===== src/rtl/dezigzag_rowbuffer64x8bit_pkg.sv =====
// Shared definitions for the inverse-zigzag row buffer: FSM states and the
// standard JPEG zigzag-to-raster table used by the decoder reorder path.
package dezigzag_rowbuffer64x8bit_pkg;

    typedef enum logic {
        FILL  = 1'b0,
        DRAIN = 1'b1
    } dz_state_t;

    localparam int BLOCK_SIZE = 64;
    localparam int ROW_COUNT  = 8;

    // Entry k gives the raster position (row*8 + col) of the k-th coefficient
    localparam logic [5:0] ZZ2RASTER [BLOCK_SIZE] = '{
         0,  1,  8, 16,  9,  2,  3, 10,
        17, 24, 32, 25, 18, 11,  4,  5,
        12, 19, 26, 33, 40, 48, 41, 34,
        27, 20, 13,  6,  7, 14, 21, 28,
        35, 42, 49, 56, 57, 50, 43, 36,
        29, 22, 15, 23, 30, 37, 44, 51,
        58, 59, 52, 45, 38, 31, 39, 46,
        53, 60, 61, 54, 47, 55, 62, 63
    };

    function automatic logic [5:0] raster_to_zz(input logic [5:0] raster);
        raster_to_zz = '0;
        for (int i = 0; i < BLOCK_SIZE; i++) begin
            if (ZZ2RASTER[i] == raster) begin
                raster_to_zz = 6'(i);
            end
        end
    endfunction

endpackage


===== src/rtl/dezigzag_rowbuffer64x8bit_zigzag_index_rom.sv =====
// Combinational lookup from zigzag sequence number k to raster buffer index.
module zigzag_index_rom
    import dezigzag_rowbuffer64x8bit_pkg::*;
(
    input  logic [5:0] k,
    output logic [5:0] raster_idx
);

    assign raster_idx = ZZ2RASTER[k];

endmodule


===== src/rtl/dezigzag_rowbuffer64x8bit.sv =====
// Inverse-zigzag buffer: collects one 8x8 block in zigzag order, then emits it
// as eight raster rows with valid/ready handshaking on both sides.
module dezigzag_rowbuffer64x8bit
    import dezigzag_rowbuffer64x8bit_pkg::*;
#(
    parameter int DATA_WIDTH = 8,
    parameter int DEPTH      = 64
) (
    input  logic                    clock,
    input  logic                    reset_n,
    input  logic                    coef_valid,
    output logic                    coef_ready,
    input  logic [DATA_WIDTH-1:0]   coef_data,
    input  logic                    coef_last,
    output logic                    row_valid,
    input  logic                    row_ready,
    output logic [7:0]              matrix_row,
    output logic [8*DATA_WIDTH-1:0] row_data,
    output logic                    block_done
);

    localparam int ROW_W = 8 * DATA_WIDTH;

    dz_state_t             state, state_next;
    logic [5:0]            k;
    logic [5:0]            wr_idx;
    logic [2:0]            row_cnt;
    logic [2:0]            load_sel;
    logic [DATA_WIDTH-1:0] buffer [DEPTH];
    logic [DEPTH-1:0]      mask;
    logic                  accept;
    logic                  block_end;
    logic                  row_take;
    logic                  last_take;
    logic [ROW_W-1:0]      row_next;
    logic [5:0]            gather_idx;
    logic [DATA_WIDTH-1:0] gather_byte;

    zigzag_index_rom u_zigzag_index_rom (
        .k          (k),
        .raster_idx (wr_idx)
    );

    assign accept    = coef_valid && coef_ready;
    assign block_end = accept && (coef_last || (k == 6'd63));
    assign row_take  = (state == DRAIN) && row_valid && row_ready;
    assign last_take = row_take && (row_cnt == 3'd7);
    assign load_sel  = block_end ? 3'd0 : row_cnt + 3'd1;

    always_ff @(posedge clock or negedge reset_n) begin
        if (!reset_n) begin
            state <= FILL;
        end else begin
            state <= state_next;
        end
    end

    always_comb begin
        state_next = state;
        case (state)
            FILL:    if (block_end) state_next = DRAIN;
            DRAIN:   if (last_take) state_next = FILL;
            default: state_next = FILL;
        endcase
    end

    // Row being loaded; the coefficient accepted this cycle is bypassed in so
    // row 0 can appear the cycle right after the final accept.
    always_comb begin
        row_next    = '0;
        gather_idx  = '0;
        gather_byte = '0;
        for (int c = 0; c < 8; c++) begin
            gather_idx  = {load_sel, 3'(c)};
            gather_byte = mask[gather_idx] ? buffer[gather_idx] : '0;
            if (accept && (wr_idx == gather_idx)) begin
                gather_byte = coef_data;
            end
            row_next[ROW_W-1-c*DATA_WIDTH -: DATA_WIDTH] = gather_byte;
        end
    end

    always_ff @(posedge clock or negedge reset_n) begin
        if (!reset_n) begin
            k          <= '0;
            row_cnt    <= '0;
            mask       <= '0;
            row_valid  <= 1'b0;
            matrix_row <= '0;
            row_data   <= '0;
            block_done <= 1'b0;
            coef_ready <= 1'b0;
            for (int i = 0; i < DEPTH; i++) begin
                buffer[i] <= '0;
            end
        end else begin
            block_done <= 1'b0;
            coef_ready <= (state_next == FILL);
            if (accept) begin
                buffer[wr_idx] <= coef_data;
                mask[wr_idx]   <= 1'b1;
                k              <= k + 6'd1;
            end
            if (block_end) begin
                k          <= '0;
                row_cnt    <= '0;
                row_valid  <= 1'b1;
                matrix_row <= '0;
                row_data   <= row_next;
            end
            // Stale buffer bytes stay behind; clearing the mask hides them
            if (row_take) begin
                if (last_take) begin
                    row_valid  <= 1'b0;
                    block_done <= 1'b1;
                    mask       <= '0;
                    row_cnt    <= '0;
                end else begin
                    row_cnt    <= row_cnt + 3'd1;
                    matrix_row <= {5'b0, row_cnt + 3'd1};
                    row_data   <= row_next;
                end
            end
        end
    end

endmodule

===== config.mk =====
export PLATFORM = sky130hd
export DESIGN_NAME = dezigzag_rowbuffer64x8bit
export DESIGN_NICKNAME = d
export VERILOG_FILES = /design/src/rtl/dezigzag_rowbuffer64x8bit_pkg.sv /design/src/rtl/dezigzag_rowbuffer64x8bit_zigzag_index_rom.sv /design/src/rtl/dezigzag_rowbuffer64x8bit.sv
export SDC_FILE = /design/constraint.sdc
export NUM_CORES = 1
export LEC_CHECK = 0
export CORE_MARGIN = 8
export CORE_UTILIZATION = 30
export CTS_CLUSTER_DIAMETER = 150
export DETAILED_ROUTE_END_ITERATION = 6
export HOLD_SLACK_MARGIN = 0.15
export PLACE_DENSITY = 0.5
export SYNTH_ARGS = -nofsm -noshare
export SYNTH_HDL_FRONTEND = slang
export SYNTH_SLANG_ARGS = --single-unit

===== constraint.sdc =====
create_clock -name clock -period 8.1 [get_ports clock]
set_input_delay 2.43 -clock clock [delete_from_list [all_inputs] [get_ports clock]]
set_output_delay 2.43 -clock clock [all_outputs]
set_load 0.02 [all_outputs]

=== Word level (Yosys, flattened, before mapping) ===
Memories as Yosys holds them, arrays and structs flattened.
Cells that the tools add are included.

* Memories: 1
* Logic and storage cells: 224
* Register bits: 661
* Input port bits: 13
* ROM bits: 384
* Output and inout bits: 75

{| class="wikitable"
|+ Memories
! name !! words !! width !! rd ports !! clocked after memory_dff !! wr ports !! RTL line !! source
|-
| (no name shown) || 64 || 6 || 1 || 0 || 0 || dezigzag_rowbuffer64x8bit_zigzag_index_rom.sv:9 || <nowiki>assign raster_idx = ZZ2RASTER[k];</nowiki>
|}

* Eq/ne operators: 10
* Add/subtract/negate cells: 2
* Bitwise logic cells: 13
* Reductions and logical operators: 18
* $lt $le $gt $ge: 21
* Multiplexer cells: 86

{| class="wikitable"
|+ Operators with widths
! operator !! number
|-
| $bwmux W512 || 1
|-
| $bmux W8 S6 || 8
|-
| $mux W64 || 6
|-
| $mux W8 || 36
|-
| $ge A7 B7 Y1 const B || 10
|-
| $not A6 Y7 || 10
|-
| $or A64 B64 Y64 || 1
|-
| $lt A6 B7 Y1 const B || 9
|-
| $demux W8 S6 || 1
|-
| $eq A6 B6 Y1 || 8
|-
| $bmux W1 S3 || 8
|-
| $mux W6 || 4
|-
| $mux W1 || 16
|-
| $logic_and A1 B1 Y1 || 15
|-
| $mux W3 || 4
|-
| $lt A7 B1 Y1 const B || 1
|-
| $add A6 B1 Y6 const B || 1
|-
| $demux W1 S6 || 1
|-
| $eq A6 B6 Y1 const B || 1
|-
| $ge A6 B1 Y1 const B || 1
|-
| $reduce_bool A2 Y1 || 2
|-
| $add A3 B1 Y3 const B || 1
|-
| $eq A3 B3 Y1 const B || 1
|-
| $not A1 Y1 || 2
|-
| 2 further kinds || 2
|}

=== Logic depth before layout (Yosys ltp) ===
* Depth in word-level cells: 13
* Mapped depth: 13

=== Hierarchy ===
Synthesis repeated with hierarchy kept, for this count alone.

* Cells, all modules: 2443
* Area, all modules: 30782.0 um^2

{| class="wikitable"
|+ Modules (own cells, without submodules)
! module !! instances !! cells each !! sequential area each (um^2) !! area an instance (um^2)
|-
| dezigzag_rowbuffer64x8bit || 1 || 2341 || 16540.9 || 30078.8
|-
| zigzag_index_rom || 1 || 102 || 0.0 || 703.2
|}

=== Worst setup path before layout ===
No wires, ideal clock.

* Path kind: input -> register
* Start point: in coef_valid
* End point: reg row_data[18]
* Arrival time: 4.438 ns
* Buffers on the path: 3
* Required time: 8.012 ns
* Cell stages on the path: 10
* Path slack: 3.574 ns
* Setup time: 0.088 ns
* Cell sequence: and4_1 > a21oi_2 > nand2_1 > xnor2_1 > nand3_1 > buf_4 > or3_1 > buf_2 > buf_6 > o221ai_2

* Word-level cells in the longest chain between the ends: 12
* Elaborated cells on any way between the ends: 16

{| class="wikitable"
|+ RTL lines
! what !! RTL line !! source
|-
| from (decl) || dezigzag_rowbuffer64x8bit.sv:11 || <nowiki>input logic coef_valid,</nowiki>
|-
| $logic_and A1 B1 Y1 * || dezigzag_rowbuffer64x8bit.sv:44 || <nowiki>assign accept = coef_valid && coef_ready;</nowiki>
|-
| $logic_and A1 B1 Y1 || dezigzag_rowbuffer64x8bit.sv:45 || <nowiki>assign block_end = accept && (coef_last || (k == 6'd63));</nowiki>
|-
| $mux W3 || dezigzag_rowbuffer64x8bit.sv:48 || <nowiki>assign load_sel = block_end ? 3'd0 : row_cnt + 3'd1;</nowiki>
|-
| $not A6 Y7 (not written as such) || dezigzag_rowbuffer64x8bit.sv:75 || <nowiki>gather_byte = mask[gather_idx] ? buffer[gather_idx] : '0;</nowiki>
|-
| $bmux W8 S6 || dezigzag_rowbuffer64x8bit.sv:75 ||
|-
| $mux W8 (not written as such) (2 in a row) || dezigzag_rowbuffer64x8bit.sv:75 ||
|-
| $mux W8 || dezigzag_rowbuffer64x8bit.sv:75 ||
|-
| $mux W8 || dezigzag_rowbuffer64x8bit.sv:76 || <nowiki>if (accept && (wr_idx == gather_idx)) begin</nowiki>
|-
| $mux W64 || dezigzag_rowbuffer64x8bit.sv:104 || <nowiki>if (block_end) begin</nowiki>
|-
| $mux W64 || dezigzag_rowbuffer64x8bit.sv:113 || <nowiki>if (last_take) begin</nowiki>
|-
| $mux W64 * || dezigzag_rowbuffer64x8bit.sv:112 || <nowiki>if (row_take) begin</nowiki>
|-
| to (signal assigned) || dezigzag_rowbuffer64x8bit.sv:109 || <nowiki>row_data <= row_next;</nowiki>
|-
| to (signal assigned) || dezigzag_rowbuffer64x8bit.sv:121 || <nowiki>row_data <= row_next;</nowiki>
|-
| to (decl) || dezigzag_rowbuffer64x8bit.sv:18 || <nowiki>output logic [8*DATA_WIDTH-1:0] row_data,</nowiki>
|}

Every way passes the cells marked *; elsewhere a longest branch is shown, timed or not. The select of a mux whose other input is x is not followed.
A chain may end at the register's enable or synchronous reset.

=== Final worst setup path ===
* Start point: in coef_valid
* End point: reg row_data[26]

The elaborated chain is that of the path after synthesis.

==> results.sh <==
export IMPL_cts_tree="done"
export IMPL_slew_violations=0
export IMPL_areaGrowthSynthToFinish_pct=14.9
export IMPL_drc_errors=0
export IMPL_yosysWarnings=0
export IMPL_criticalPathCategory="input port to flip-flop"
export IMPL_yosysMostFrequentCell="dfrtp_1"
export IMPL_min_delay_path_class="flip-flop to flip-flop"
export IMPL_gp_congestion=0.881
export IMPL_rsz0062_at_grt="false"
export IMPL_end_kind="flip-flop"
export IMPL_antenna_found_initial=2
export IMPL_die_height_um=339
export IMPL_min_period_over_period_pct=79.4
export IMPL_wl_um=96700
export IMPL_overflow=0
export IMPL_crit_path_cell_trace="clkdlybuf4s50_1, and4_1, a21oi_4, nand2_4, xnor2_1, nand3_1, or3_1, o221ai_1"
export IMPL_synthTopCellsByArea="dfrtp_1 (53%), mux2_2 (18%), mux4_2 (3.4%)"
export IMPL_port_buffers=87
export IMPL_relSlewSlack_pct=23.4
export IMPL_fin_nets=2511
export IMPL_clk_pin_slew_ps=60
export IMPL_h_tree_depth=3
export IMPL_setup_violations=0
export IMPL_synth_top_cell_by_area="dfrtp_1"
export IMPL_synth_area_um2=31300
export IMPL_netlist_top_cells_count="dfrtp_1 (661), mux2_2 (504), nand2_1 (248)"
export IMPL_grt_max_degree=187
export IMPL_skew_ps=14.5
export IMPL_yosysUniqueCellTypes=80
export IMPL_tightestPinTransition_ps=1150
export IMPL_setup_tns_ps=0
export IMPL_ys_dominant_reg_cell="dfrtp_1"
export IMPL_peakVddDrop_v=0.000200
export IMPL_crit_fanout=45
export IMPL_synth_top_area_share_pct=52.9
export IMPL_vias_per_cell=5.31
export IMPL_netlist_instances=2482
export IMPL_synth_area_per_cell_um2=12.6
export IMPL_synthArstFlopShare_pct=100
export IMPL_grt_pass1_vias=21752
export IMPL_required_ps=8620
export IMPL_cap_violations=0
export IMPL_synth_edf_count=0
export IMPL_p_total_mw=12.7
export IMPL_leakagePower_nw=16.5
export IMPL_drt_iter0_drc=1447
export IMPL_hpwl_um=62000
export IMPL_ios=88
export IMPL_cp_start_kind="input port"
export IMPL_critPathSlowestCell="or3_1"
export IMPL_cts_sinks=661
export IMPL_initial_core_util_pct=30.2
export IMPL_outcome="finished, final reports clean"
export IMPL_min_period_ps=6430
export IMPL_cts_made_buffers=77
export IMPL_synth_fp_nets=2509
export IMPL_row_count=118
export IMPL_max_freq_mhz=155
export IMPL_cts_hold_buf=0
export IMPL_yosysSeqAreaShare_pct=52.9
export IMPL_clk_latency_ps=620
export IMPL_cts_setup_buffers=0
export IMPL_hold_viol=0
export IMPL_post_drt_wl_per_cell_um=24.6
export IMPL_dr_total_vias=20815
export IMPL_core_um2=103000
export IMPL_cpPeakStageDelay_ps=1010
export IMPL_first_pass_iters=5
export IMPL_antenna_left=0
export IMPL_clk_path_buf_depth=3
export IMPL_worstPathArrival_ps=6950
export IMPL_track_usage_pct=16.5
export IMPL_ctsResizeCount=0
export IMPL_final_layout_size_suffix_gt1_share_pct=31.5
export IMPL_cts_root_buf="clkbuf_16"
export IMPL_diodes=0
export IMPL_ys_ff_latch=661
export IMPL_grt_pass1_wl_um=146000
export IMPL_power_density_nw_per_um2=353
export IMPL_die_area_um2=115000
export IMPL_die_w_um=339
logic make-up after synthesis:
family          Yosys count  synth area share, %
buf+inv                 236                 3.08
flops                   661                 52.9
fa+ha+maj                14                0.560
mux                     636                 24.4
xor+xnor                  6                0.168
compound gates          459                 10.8
simple gates            470                 8.10
worst max-delay path: cells and delay by family:
family,cells,cell delay (ps)
AND/OR/NAND/NOR,4,2680
XOR/XNOR,1,380
AO/OA/AOI/OAI,2,980
buffers and inverters,1,470
placed cells by master, fill, tap and decap left out, types with 17 or more instances in the layout:
cell / count
a211oi_1: 52
a21oi_1: 108
a311oi_1: 49
buf_4: 32
clkbuf_1: 17
clkbuf_16: 80
clkbuf_8: 17
clkdlybuf4s50_1: 78
dfrtp_1: 660
inv_1: 34
mux2_1: 33
mux2_2: 504
mux2i_1: 51
mux4_2: 47
nand2_1: 246
nand2b_1: 19
nor2_1: 42
nor2b_1: 52
o21a_1: 34
o21ai_0: 58
o221ai_1: 63
o22ai_1: 29
worst paths after layout:
check	from	endpoint	slack (ps)	cells past startpoint
setup / recovery	coef_valid	row_data[26]$_DFF_PN0_	1670	8
hold / removal	mask[27]$_DFF_PN0_	mask[27]$_DFF_PN0_	480	1
setup reg to reg	row_cnt[0]$_DFFE_PN0P_	row_data[26]$_DFF_PN0_	2650	8
hold reg to reg	mask[27]$_DFF_PN0_	mask[27]$_DFF_PN0_	480	1
max in group asynchronous	reset_n	buffer[157]$_DFFE_PN0P_	4580	2
min in group asynchronous	reset_n	matrix_row[5]$_DFF_PN0_	1890	1
metrics by stage:
step / cells / area (um2) / utilization [%] / setup WS (ps) / hold WS [ps]
after floorplan: 2482 / 31300 / - / 3570 / 453
after global placement: 3785 / 33400 / 32.3 / 1240 / 464
after global routing: 3923 / 35900 / 34.7 / 1390 / 502
after detailed placement: 3785 / 33400 / 32.3 / 1140 / 476
after CTS: 3923 / 35900 / 34.7 / 1760 / 489
final: 3923 / 35900 / 34.7 / 1670 / 484
flip-flops by register name, indices dropped and copies added, names as in the netlist:
| register | flops |
|---|---|
| buffer | 512 |
| mask | 64 |
| row_data | 64 |
| matrix_row | 8 |
| k | 6 |
| row_cnt | 3 |
| block_done | 1 |
| coef_ready | 1 |
| row_valid | 1 |
| state | 1 |
report_power, final:
part	switching, mW	internal, mW	leakage (nW)
logic	3.14	1.64	6.18
registers	0.495	3.91	9.02
clock network	1.39	2.09	1.26
per-layer routing:
metal / track usage (%) / vias to the layer above / part of all wire, %
li1: - / 9082 / -
met1: 22.9 / 10997 / 45
met2: 25.8 / 590 / 46
met3: 4.02 / 144 / 6.6
met4: 4.38 / 2 / 2.5
met5: 0 / - / 0.013
layout make-up:
type	count	area, um2
Clock buffer	114	2300
Clock inverter	24	248
Inverter	37	139
Sequential cell	661	16500
Fill cell	10073	67600
Multi-Input combinational cell	1585	13800
Tap cell	1380	1730
Timing Repair Buffer	122	1140
No activity file was read; power rests on OpenSTA's default activity.
==> edit (config.mk and constraints unchanged) <==
`DEPTH`: 64 -> 128.
--- a/src/rtl/dezigzag_rowbuffer64x8bit.sv
+++ b/src/rtl/dezigzag_rowbuffer64x8bit.sv
@@ -4,7 +4,7 @@
     import dezigzag_rowbuffer64x8bit_pkg::*;
 #(
     parameter int DATA_WIDTH = 8,
-    parameter int DEPTH      = 64
+    parameter int DEPTH      = 128
 ) (
     input  logic                    clock,
     input  logic                    reset_n,
Function: not settled (the Yosys comparison gave no result); the edit may change what the design does.
==> edit against the unedited design <==
Sequential power increased by 11%; clock skew increased by 0.010 ns; die area rose by 0.71%; setup slack better by 1.0 ns; utilization shrank 0.49 points; final area down 0.28%; sequential cell count stayed put; area after synthesis is 0.74% higher; power up 6.8%; synthesized cell count decreased by 1.3%; largest cell class unchanged; routed wire length rose by 1.3%.
==> edit: results (changes against the unedited design) <==
.. list-table::
   :header-rows: 1

   * - Metric
     - Value
   * - Run status
     - finished, final reports clean
   * - DRT met1 WL
     - 43,500 µm (-0.15%)
   * - Headroom to the max-slew limit
     - 25.3% (+2.0 points)
   * - Sw Ratio
     - 39.7% (about the same)
   * - Synthesized-area fraction occupied by ao, oa, aoi and oai cells
     - 10.6% (-0.24 points)
   * - Post-synthesis mux area share
     - 25.2% (+0.75 points)
   * - Critical Path AT
     - 5.99 ns (-0.96 ns)
   * - Standby leakage power
     - 16.4 nW (-0.56%)
   * - Global routing usage summed across all routing layers
     - 16.7% (+0.13 points)
   * - Global-route wire length before repair
     - 148,000 µm (+1.6%)
   * - Cell at the slowest stage of the critical path
     - sky130_fd_sc_hd__and2_1
   * - Clock buffers created by TritonCTS
     - 74 (-3.9%)
   * - Aggregate routed wire length
     - 97,900 µm (+1.3%)
   * - Sequential cell count
     - 661 (unchanged)
   * - Net Count, Synth
     - 2,477 (-1.3%)
   * - Iteration-0 DRC Markers
     - 1,735 (+20%)
   * - Initial antenna violation count
     - 6 (+4)
   * - Clock buf count
     - 107 (-6.1%)
   * - Last weighted congestion value of the routability-driven placer
     - 0.822 (-6.7%)
   * - Met3 wire length
     - 4230 µm (-34%)
   * - Commonest cells in the synthesized netlist
     - sky130_fd_sc_hd__dfrtp_1 (661), sky130_fd_sc_hd__mux2_2 (432), sky130_fd_sc_hd__nand2_1 (192)
   * - Worst stage delay on the critical path
     - 0.73 ns (-0.28 ns)
   * - Mean cell area of the mapped netlist
     - 12.9 µm² (+2.1%)
   * - Sequential cell area fraction in the yosys report
     - 52.5% (-0.39 points)
   * - DP Wirelength
     - 60,600 µm (-2.3%)
   * - Global routing usage on met3
     - 2.60% (-1.4 points)
   * - Number of vias after detailed routing
     - 20,692 (-0.59%)
   * - Number of inverters outside the clock class in the layout
     - 38 (+2.7%)
   * - Biggest area contributors in the synthesized netlist
     - sky130_fd_sc_hd__dfrtp_1 (53%), sky130_fd_sc_hd__mux2_2 (15%), sky130_fd_sc_hd__mux4_2 (4.1%)
   * - Global routing usage on met1
     - 22.2% (-0.65 points)
   * - Vias in the first global route
     - 22,031 (+1.3%)
   * - Setup slack of the most critical reg-to-reg path
     - 3.18 ns (+0.53 ns)
   * - Total inserted antenna cells
     - 1 (+1)
   * - Signal buffers share of area
     - 3.13% (-0.033 points)
   * - Number of multi-input logic gates
     - 1,545 (-2.5%)
   * - Total area of multi-input combinational cells
     - 0.0139 mm² (+0.76%)
   * - Largest net degree at the start of global routing
     - 177 (-5.3%)
   * - Placed inst area
     - 0.0335 mm² (+0.33%)
   * - Logic pwr share
     - 39.8% (+2.1 points)
==> edit: cell count changes in the layout (fill, tap and decap cells not counted), moves of 18 or more <==
cell and delta:
sky130_fd_sc_hd__a221oi_1 +18, sky130_fd_sc_hd__a311oi_1 -29, sky130_fd_sc_hd__a32oi_1 +22, sky130_fd_sc_hd__and2_1 +31, sky130_fd_sc_hd__mux2_2 -72, sky130_fd_sc_hd__mux2_4 +47, sky130_fd_sc_hd__nand2_1 -54, sky130_fd_sc_hd__nor2_1 -22
sky130_fd_sc_hd__nor2_2 +24, sky130_fd_sc_hd__nor2b_1 -40, sky130_fd_sc_hd__o22ai_1 -19, sky130_fd_sc_hd__or2_1 +20
==> edit: path summary, 6_finish.rpt <==
check,from,to,cells after the start
worst min-delay path,buffer[855],buffer[855],1
worst max-delay path,coef_valid,row_data[41],7
max in group asynchronous,reset_n,buffer[671],2
min in group asynchronous,reset_n,buffer[849],1
worst max register to register,k[2],buffer[710],7
worst min register to register,buffer[855],buffer[855],1
